### src/rtl/fetch_stage_if.sv
// Fetch-stage bus: hazard controls, redirect, imem port and IF/ID outputs.
// Optional perf counters appear when FETCH_PERF_CNT_EN is defined.
interface fetch_stage_if #(
    parameter int ADDR_WIDTH = 32
);
    logic                  STALL_F;
    logic                  STALL_D;
    logic                  FLUSH_D;
    logic                  BRANCH_TAKEN_E;
    logic [ADDR_WIDTH-1:0] BRANCH_TARGET_E;
    logic [ADDR_WIDTH-1:0] PC_F;
    logic [31:0]           INSTR_F;
    logic [31:0]           INSTR_D;
    logic [ADDR_WIDTH-1:0] PC_PLUS4_D;
    logic [ADDR_WIDTH-1:0] PC_PLUS8_D;
    logic                  VALID_D;
    logic                  MISALIGN;
`ifdef FETCH_PERF_CNT_EN
    logic [31:0]           FETCH_CNT;
    logic [31:0]           STALL_CNT;
`endif

    modport master (
        output STALL_F,
        output STALL_D,
        output FLUSH_D,
        output BRANCH_TAKEN_E,
        output BRANCH_TARGET_E,
        output INSTR_F,
        input  PC_F,
        input  INSTR_D,
        input  PC_PLUS4_D,
        input  PC_PLUS8_D,
        input  VALID_D,
`ifdef FETCH_PERF_CNT_EN
        input  FETCH_CNT,
        input  STALL_CNT,
`endif
        input  MISALIGN
    );

    modport slave (
        input  STALL_F,
        input  STALL_D,
        input  FLUSH_D,
        input  BRANCH_TAKEN_E,
        input  BRANCH_TARGET_E,
        input  INSTR_F,
        output PC_F,
        output INSTR_D,
        output PC_PLUS4_D,
        output PC_PLUS8_D,
        output VALID_D,
`ifdef FETCH_PERF_CNT_EN
        output FETCH_CNT,
        output STALL_CNT,
`endif
        output MISALIGN
    );
endinterface

### src/rtl/fetch_stage.sv
// Instruction fetch: PC register, imem address, IF/ID pipeline register.
// Define FETCH_PERF_CNT_EN to add fetch/stall performance counters.
module fetch_stage #(
    parameter int          ADDR_WIDTH = 32,
    parameter logic [ADDR_WIDTH-1:0] RESET_PC = '0,
    parameter logic [31:0] NOP_INSTR  = 32'hE1A00000
) (
    input logic           CLK,
    input logic           RESET,
    fetch_stage_if.slave  bus
);

    logic [ADDR_WIDTH-1:0] r_pc;
    logic [31:0]           r_instr;
    logic [ADDR_WIDTH-1:0] r_pc4;
    logic [ADDR_WIDTH-1:0] r_pc8;
    logic                  r_valid;
    logic                  r_misalign;

    logic [ADDR_WIDTH-1:0] w_pc_plus4;
    logic [ADDR_WIDTH-1:0] w_pc_plus8;
    logic [ADDR_WIDTH-1:0] w_target;
    logic                  w_load;
    logic                  w_stall_f;

    assign w_pc_plus4 = r_pc + ADDR_WIDTH'(4);
    assign w_pc_plus8 = r_pc + ADDR_WIDTH'(8);
    assign w_target   = {bus.BRANCH_TARGET_E[ADDR_WIDTH-1:2], 2'b00};
    assign w_load     = !bus.FLUSH_D && !bus.STALL_D;
    assign w_stall_f  = bus.STALL_F && !bus.BRANCH_TAKEN_E;

    // Branch outranks stall so a stalled fetch can still be redirected.
    always_ff @(posedge CLK) begin
        if (RESET) begin
            r_pc       <= RESET_PC;
            r_misalign <= 1'b0;
        end else if (bus.BRANCH_TAKEN_E) begin
            r_pc <= w_target;
            if (bus.BRANCH_TARGET_E[1:0] != 2'b00)
                r_misalign <= 1'b1;
        end else if (!bus.STALL_F) begin
            r_pc <= w_pc_plus4;
        end
    end

    // A bubble keeps the old PC+4/PC+8 so only the word and valid change.
    always_ff @(posedge CLK) begin
        if (RESET) begin
            r_instr <= NOP_INSTR;
            r_pc4   <= '0;
            r_pc8   <= '0;
            r_valid <= 1'b0;
        end else if (bus.FLUSH_D) begin
            r_instr <= NOP_INSTR;
            r_valid <= 1'b0;
        end else if (!bus.STALL_D) begin
            r_instr <= bus.INSTR_F;
            r_pc4   <= w_pc_plus4;
            r_pc8   <= w_pc_plus8;
            r_valid <= 1'b1;
        end
    end

    assign bus.PC_F       = r_pc;
    assign bus.INSTR_D    = r_instr;
    assign bus.PC_PLUS4_D = r_pc4;
    assign bus.PC_PLUS8_D = r_pc8;
    assign bus.VALID_D    = r_valid;
    assign bus.MISALIGN   = r_misalign;

`ifdef FETCH_PERF_CNT_EN
    logic [31:0] r_fetch_cnt;
    logic [31:0] r_stall_cnt;

    always_ff @(posedge CLK) begin
        if (RESET) begin
            r_fetch_cnt <= '0;
            r_stall_cnt <= '0;
        end else begin
            if (w_load && r_fetch_cnt != '1)
                r_fetch_cnt <= r_fetch_cnt + 32'd1;
            if (w_stall_f && r_stall_cnt != '1)
                r_stall_cnt <= r_stall_cnt + 32'd1;
        end
    end

    assign bus.FETCH_CNT = r_fetch_cnt;
    assign bus.STALL_CNT = r_stall_cnt;
`else
    logic w_unused;
    assign w_unused = w_stall_f;
`endif

endmodule

### src/flat_wrapper.sv
// flat-port wrapper written by rule: the top's interface ports become plain ports
module fetch_stage_flat 
#(
    parameter int          ADDR_WIDTH = 32,
    parameter logic [ADDR_WIDTH-1:0] RESET_PC = '0,
    parameter logic [31:0] NOP_INSTR  = 32'hE1A00000
)
  (CLK, RESET, bus_STALL_F, bus_STALL_D, bus_FLUSH_D, bus_BRANCH_TAKEN_E, bus_BRANCH_TARGET_E, bus_INSTR_F, bus_PC_F, bus_INSTR_D, bus_PC_PLUS4_D, bus_PC_PLUS8_D, bus_VALID_D, bus_MISALIGN);
  fetch_stage_if #(.ADDR_WIDTH(ADDR_WIDTH)) bus_i ();
  input logic CLK;
  input logic RESET;
  input wire logic [$bits(bus_i.STALL_F)-1:0] bus_STALL_F;
  input wire logic [$bits(bus_i.STALL_D)-1:0] bus_STALL_D;
  input wire logic [$bits(bus_i.FLUSH_D)-1:0] bus_FLUSH_D;
  input wire logic [$bits(bus_i.BRANCH_TAKEN_E)-1:0] bus_BRANCH_TAKEN_E;
  input wire logic [$bits(bus_i.BRANCH_TARGET_E)-1:0] bus_BRANCH_TARGET_E;
  input wire logic [$bits(bus_i.INSTR_F)-1:0] bus_INSTR_F;
  output wire logic [$bits(bus_i.PC_F)-1:0] bus_PC_F;
  output wire logic [$bits(bus_i.INSTR_D)-1:0] bus_INSTR_D;
  output wire logic [$bits(bus_i.PC_PLUS4_D)-1:0] bus_PC_PLUS4_D;
  output wire logic [$bits(bus_i.PC_PLUS8_D)-1:0] bus_PC_PLUS8_D;
  output wire logic [$bits(bus_i.VALID_D)-1:0] bus_VALID_D;
  output wire logic [$bits(bus_i.MISALIGN)-1:0] bus_MISALIGN;
  assign bus_i.STALL_F = bus_STALL_F;
  assign bus_i.STALL_D = bus_STALL_D;
  assign bus_i.FLUSH_D = bus_FLUSH_D;
  assign bus_i.BRANCH_TAKEN_E = bus_BRANCH_TAKEN_E;
  assign bus_i.BRANCH_TARGET_E = bus_BRANCH_TARGET_E;
  assign bus_i.INSTR_F = bus_INSTR_F;
  assign bus_PC_F = bus_i.PC_F;
  assign bus_INSTR_D = bus_i.INSTR_D;
  assign bus_PC_PLUS4_D = bus_i.PC_PLUS4_D;
  assign bus_PC_PLUS8_D = bus_i.PC_PLUS8_D;
  assign bus_VALID_D = bus_i.VALID_D;
  assign bus_MISALIGN = bus_i.MISALIGN;
  fetch_stage #(.ADDR_WIDTH(ADDR_WIDTH), .RESET_PC(RESET_PC), .NOP_INSTR(NOP_INSTR)) u_core (.CLK(CLK), .RESET(RESET), .bus(bus_i));
endmodule
### config.mk
export PLATFORM = sky130hd
export DESIGN_NAME = fetch_stage_flat
export DESIGN_NICKNAME = d
export VERILOG_FILES = /design/src/rtl/fetch_stage_if.sv /design/src/rtl/fetch_stage.sv /design/src/flat_wrapper.sv
export SDC_FILE = /design/constraint.sdc
export NUM_CORES = 1
export LEC_CHECK = 0
export BUFFER_PORTS_ARGS = -buffer_cell sky130_fd_sc_hd__buf_2
export CAP_MARGIN = 40
export CORE_AREA = 8 8 124 115
export DETAILED_ROUTE_END_ITERATION = 12
export DIE_AREA = 0 0 132 123
export PLACE_DENSITY = 0.84
export SETUP_SLACK_MARGIN = 0.3
export SYNTH_ARGS = -nofsm -noshare
export SYNTH_HDL_FRONTEND = slang
export SYNTH_SLANG_ARGS = --single-unit
### constraint.sdc
create_clock -name CLK -period 3.15 [get_ports CLK]
set_clock_uncertainty 0.15 [all_clocks]
set_input_delay 0.4725 -clock CLK [delete_from_list [all_inputs] [get_ports CLK]]
set_output_delay 0.4725 -clock CLK [all_outputs]
set_load 0.02 [all_outputs]
==> flow_summary.ini, run 1 <==
[outcome]
status = completed

[drt]
drtPass1Iterations = 5
viasPerCell = 5.83
wl_per_cell_microns = 18.9
final_antenna_net_count = 0
wl_met3_microns = 1940
wl_microns = 19800
route.detailed.drc = 0
vias = 6106
met2_length_microns = 9270
top_layer = met4
drt_iter0_drc = 624
wl_met1_microns = 8040

[finish]
instances_no_fill = 1047
fin_util = 0.627
antenna_cells = 0
nets = 943
layout_commonest_cell = buf_2
fin_area_sq_um = 7670
drive_above_1_share = 0.283
syn_to_final_growth_pct = 26.8
final_cell_mix = buf_2 (193), dfxtp_1 (124), nor2_1 (109)

[floorplan]
dieArea_sq_um = 16200
io_pins = 200
fp.dieH_microns = 123
start_util = 0.494
die_w_microns = 132
coreArea_sq_um = 12200
rows = 39

[worst_setup_path]
cp.arrival_ns = 2.80
startpoint_type = flop
cp.required_ns = 3.31
cp-end-kind = flop
crit_fanout = 12
crit_type = reg2reg

[timing]
worst_slack_ns = 0.507
setup_violations = 0
fin_setup_tns_ns = 0
slew-limit-headroom = 0.537
rsz0062_at_grt = false
max_freq_mhz = 378
period_minus_slack_ns = 2.64
worst_pin_slew_ns = 0.693
fin_crit_sh = 0.839
finalHoldViolCount = 0
maxSlewViolCount = 0

[synth]
synth-xor-area-share = 0.0449
synthFlopType = dfxtp_1
muxShareOfSynthArea = 0.0546
yosysUniqueCellTypes = 46
ys_seq_area_frac = 0.410
yosys.area.top_type = dfxtp_1
synth_top_family_by_area = simple AND/OR/NAND/NOR gates
syn_area_sq_um = 6050
synth_edf_count = 0
synth-compound-area-share = 0.177
synth.avg_cell_area_sq_um = 8.41
synth_cells = 720
async_flop_share = 0
yosysTopAreaCellShare = 0.410
ys_top_cells_by_area = dfxtp_1 (41%), nor2_1 (6.8%), mux2i_1 (5.5%)
yosys.area_share.simple = 0.237
ys_warn_count = 0
synth-adder-area-share = 0.00620
ys_ff_latch = 124

[clocking]
hold_buffers = 0
cts_htree_levels = 4
cts_resized = 0
cts_root_buf = clkbuf_16
clock-sinks = 124
tritoncts = yes
path_clk_slew_ns = 0.06
post-cts-setup-buffers = 0
clock_latency_ns = 0.42
cts_buffer_depth = 2
numCtsBuffers = 17

[pwr]
p_per_area_nw_per_um2 = 582
vdd_drop_max_uv = 474
leakagePower_nw = 3.16

[grt]
grt_pass1_wl_microns = 30900
overflow = 0
antenna_found_initial = 0
grt_pass1_vias = 5801
grt_usage = 0.238
grt_max_degree = 54

[hold_path]
min_path_type = in2reg

[place]
hpwl_microns = 14400
dp.cells = 1015
postPlaceCellArea_sq_um = 7020
gp_congestion = 0.907
place_ws_ns = 0.467
io_buffers = 193

[run]
drv_cap = 0
==> power by group <==
part / leakage (nW) / switching, mW / total [mW] / internal, mW
combinational: 1.81 / 0.358 / 0.565 / 0.208
sequential: 1.02 / 0.105 / 1.77 / 1.66
clock: 0.322 / 0.709 / 2.14 / 1.43
total: 3.16 / 1.17 / 4.47 / 3.30
==> layer usage <==
metal / vias up / GRT usage
met5: - / 0
met4: 0 / 0.106
met3: 38 / 0.0792
met2: 307 / 0.378
met1: 2845 / 0.292
li1: 2916 / -
==> state kept, by name, summed over array words and instances, names as in the netlist <==
name and flops:
u_core.bus.PC_PLUS8_D 30, u_core.bus.MISALIGN 1, u_core.bus.PC_F 30, u_core.bus.VALID_D 1
u_core.bus.INSTR_D 32, u_core.bus.PC_PLUS4_D 30
==> synth_stat cells, types with 4 or more instances <==
cell and instances:
inv_1 9, a311oi_1 33, or2_2 4, a21oi_1 14, nand2_1 33, buf_2 9, xnor2_1 18, buf_4 14
and4_1 8, nor2_1 110, a211oi_1 37, a31oi_1 6, and3_1 5, or4_1 17, nor2b_1 4, mux2i_1 33
o211ai_1 6, o31ai_1 6, buf_1 8, nor4_1 14, clkbuf_1 52, xor2_1 13, nor3_1 13, o21ai_0 39
o21bai_1 4, dfxtp_1 124, nand4_1 21, nand3_1 10, or3_1 32
==> area by class of cell <==
cell class	instances	area [sq um]
clock buffers	22	494
inverters	9	33.8
well taps	164	205
repair buffers	210	1120
multi-input cells	508	3180
clock inverters	10	160
fillers	1054	4570
flip-flops and latches	124	2480
==> worst max-delay path: stages (launching register included) <==
cell and delay (ns):
dfxtp_1 0.48, ha_1 0.27, nand4_1 0.18, or4_1 0.62
or4_1 0.52, a311oi_1 0.32
==> per-stage QoR <==
stage	power (mW)	hold slack, ns
global route	4.61	0.114
finish	4.47	0.117
floorplan	2.15	0.372
global placement	2.34	0.281
detailed placement	2.36	0.290
CTS	4.48	0.109
==> cells by family (layout without fill, tap and decap cells) <==
| logic type | count (synthesis) | in the layout |
|---|---|---|
| and+or+nand+nor | 280 | 280 |
| AOI/OAI and AO/OA | 155 | 155 |
| DFF | 124 | 124 |
| buffers and inverters | 93 | 251 |
| muxes | 33 | 33 |
| xor gates and xnor gates | 31 | 31 |
| adders and majority gates | 3 | 3 |
| other | 1 | 6 |
==> final timing paths <==
path | start | to | slack (ns) | depth (start not counted)
min reg2reg | u_core.bus.MISALIGN$_SDFFE_PP0P_ | u_core.bus.MISALIGN$_SDFFE_PP0P_ | 0.29 | 2
max reg2reg | u_core.bus.PC_F[4]$_SDFFE_PP0P_ | u_core.bus.PC_F[23]$_SDFFE_PP0P_ | 0.51 | 5
min | bus_INSTR_F[23] | u_core.bus.INSTR_D[23]$_SDFFE_PP1N_ | 0.12 | 3
max | u_core.bus.PC_F[4]$_SDFFE_PP0P_ | u_core.bus.PC_F[23]$_SDFFE_PP0P_ | 0.51 | 5
No activity file was read; power rests on OpenSTA's default activity.
==> run 2, diff against run 1 <==
Settings changed: CORE_AREA 8 8 124 115 to 8 8 130 120, DIE_AREA 0 0 132 123 to 0 0 138 128, PLACE_DENSITY 0.84 to 0.81.
Clock period 3.15 ns to 2.4 ns, I/O delays scaled along.
==> flow_summary.ini, run 2 (same netlist as run 1, synthesis figures left out) <==
[hold_path]
min_path_type = in2reg
holdPathStages = 3

[timing]
maxSlewViolCount = 0
max_freq_mhz = 448
slew-limit-headroom = 0.590
setup_violations = 0
fin_crit_sh = 0.930
period_minus_slack_ns = 2.23
fin_setup_tns_ns = 0
finalHoldViolCount = 0
rsz0062_at_grt = true
worst_slack_ns = 0.167
worst_pin_slew_ns = 0.609

[clocking]
path_clk_slew_ns = 0.06
cts_htree_levels = 4
clock_latency_ns = 0.43
cts_root_buf = clkbuf_16
clock-sinks = 124
numCtsBuffers = 17
cts_buffer_depth = 2
tritoncts = yes

[finish]
nets = 1005
final-seq-area_sq_um = 2560
antenna_cells = 0
fillers = 1128
drive_above_1_share = 0.383
largest_register_ffs = 32
multi_input_area_sq_um = 3350
layout_commonest_cell = buf_2
syn_to_final_growth_pct = 38.0
final_cell_mix = buf_2 (194), nor2_1 (109), dfxtp_1 (101)

[floorplan]
rows = 41
fp.dieH_microns = 128
die_w_microns = 138
io_pins = 200
coreArea_sq_um = 13500
start_util = 0.447
dieArea_sq_um = 17700

[place]
place_ws_ns = 0.0736
hpwl_microns = 14900
io_buffers = 193
gp_congestion = 0.922

[grt]
grt_max_degree = 80
grt_usage = 0.230
antenna_found_initial = 0
grt_pass1_vias = 5969
overflow = 0
grt_pass1_wl_microns = 32900

[pwr]
leakagePower_nw = 3.47
vdd_drop_max_uv = 548
p_per_area_nw_per_um2 = 684

[worst_setup_path]
startpoint_type = flop
rr_worst_depth = 5
crit_fanout = 8
cp-end-kind = flop
cp.required_ns = 2.58
cp.arrival_ns = 2.41
crit_type = reg2reg

[drt]
vias = 6362
final_antenna_net_count = 0
drtPass1Iterations = 5
wl_microns = 21400
viasPerCell = 5.70
wl_per_cell_microns = 19.1
route.detailed.drc = 0
drt_iter0_drc = 666

[run]
drv_cap = 0

[outcome]
status = completed
run 2: final timing paths:
check                                                      start                                   to  slack [ns]
worst min register to register   u_core.bus.VALID_D$_SDFFE_PP0N_      u_core.bus.VALID_D$_SDFFE_PP0N_        0.30
worst max-delay path            u_core.bus.PC_F[11]$_SDFFE_PP0P_     u_core.bus.PC_F[23]$_SDFFE_PP0P_        0.17
worst min-delay path                             bus_INSTR_F[31]  u_core.bus.INSTR_D[31]$_SDFFE_PP1N_        0.01
worst max register to register  u_core.bus.PC_F[11]$_SDFFE_PP0P_     u_core.bus.PC_F[23]$_SDFFE_PP0P_        0.17
run 2: routing by layer:
| layer | vias to the layer above | routed length, microns | global-route usage |
|---|---|---|---|
| met5 | - | 0 | 0 |
| met4 | 0 | 608 | 0.0907 |
| li1 | 3049 | - | - |
| met2 | 324 | 10000 | 0.364 |
| met3 | 47 | 1870 | 0.0659 |
| met1 | 2942 | 8850 | 0.291 |
run 2: stage by stage:
step	instance area [sq um]	cells	utilization	hold WS [ns]	total power [mW]
global placement	7290	1046	0.539	0.284	3.11
global route	8360	1117	0.617	0.0122	5.93
finish	8360	1117	0.617	0.0102	5.72
floorplan	6250	725	-	0.335	2.85
CTS	8170	1109	0.604	0.000888	5.72
detailed placement	7290	1046	0.539	0.296	3.12
run 2: worst max-delay path: stages (launching register included):
cell and delay (ns):
dfxtp_4 0.35, nand4_1 0.15, buf_4 0.17, or4_4 0.57, or4_4 0.49, a311oi_1 0.25
run 2: area by class of cell:
cell class                      instances  share of cell area
Multi-Input combinational cell        508               0.401
Tap cell                              172              0.0258
Inverter                                9             0.00404
Timing Repair Buffer                  272               0.192
Clock buffer                           19              0.0542
Clock inverter                         13              0.0166
Sequential cell                       124               0.307
run 2: what timing repair did:
| action | in CTS | in global routing |
|---|---|---|
| setup endpoints to repair | 30 | 31 |
| buffers inserted | 27 | 8 |
| hold endpoints to repair | 3 | 0 |
| gates resized for setup | 15 | 28 |
| gates cloned | 1 | 0 |
| hold buffers | 3 | 0 |
| pin swaps | 21 | 20 |
run 2: power by group:
group,switching [mW],internal (mW)
logic,0.523,0.330
clock network,0.989,1.59
registers,0.115,2.18
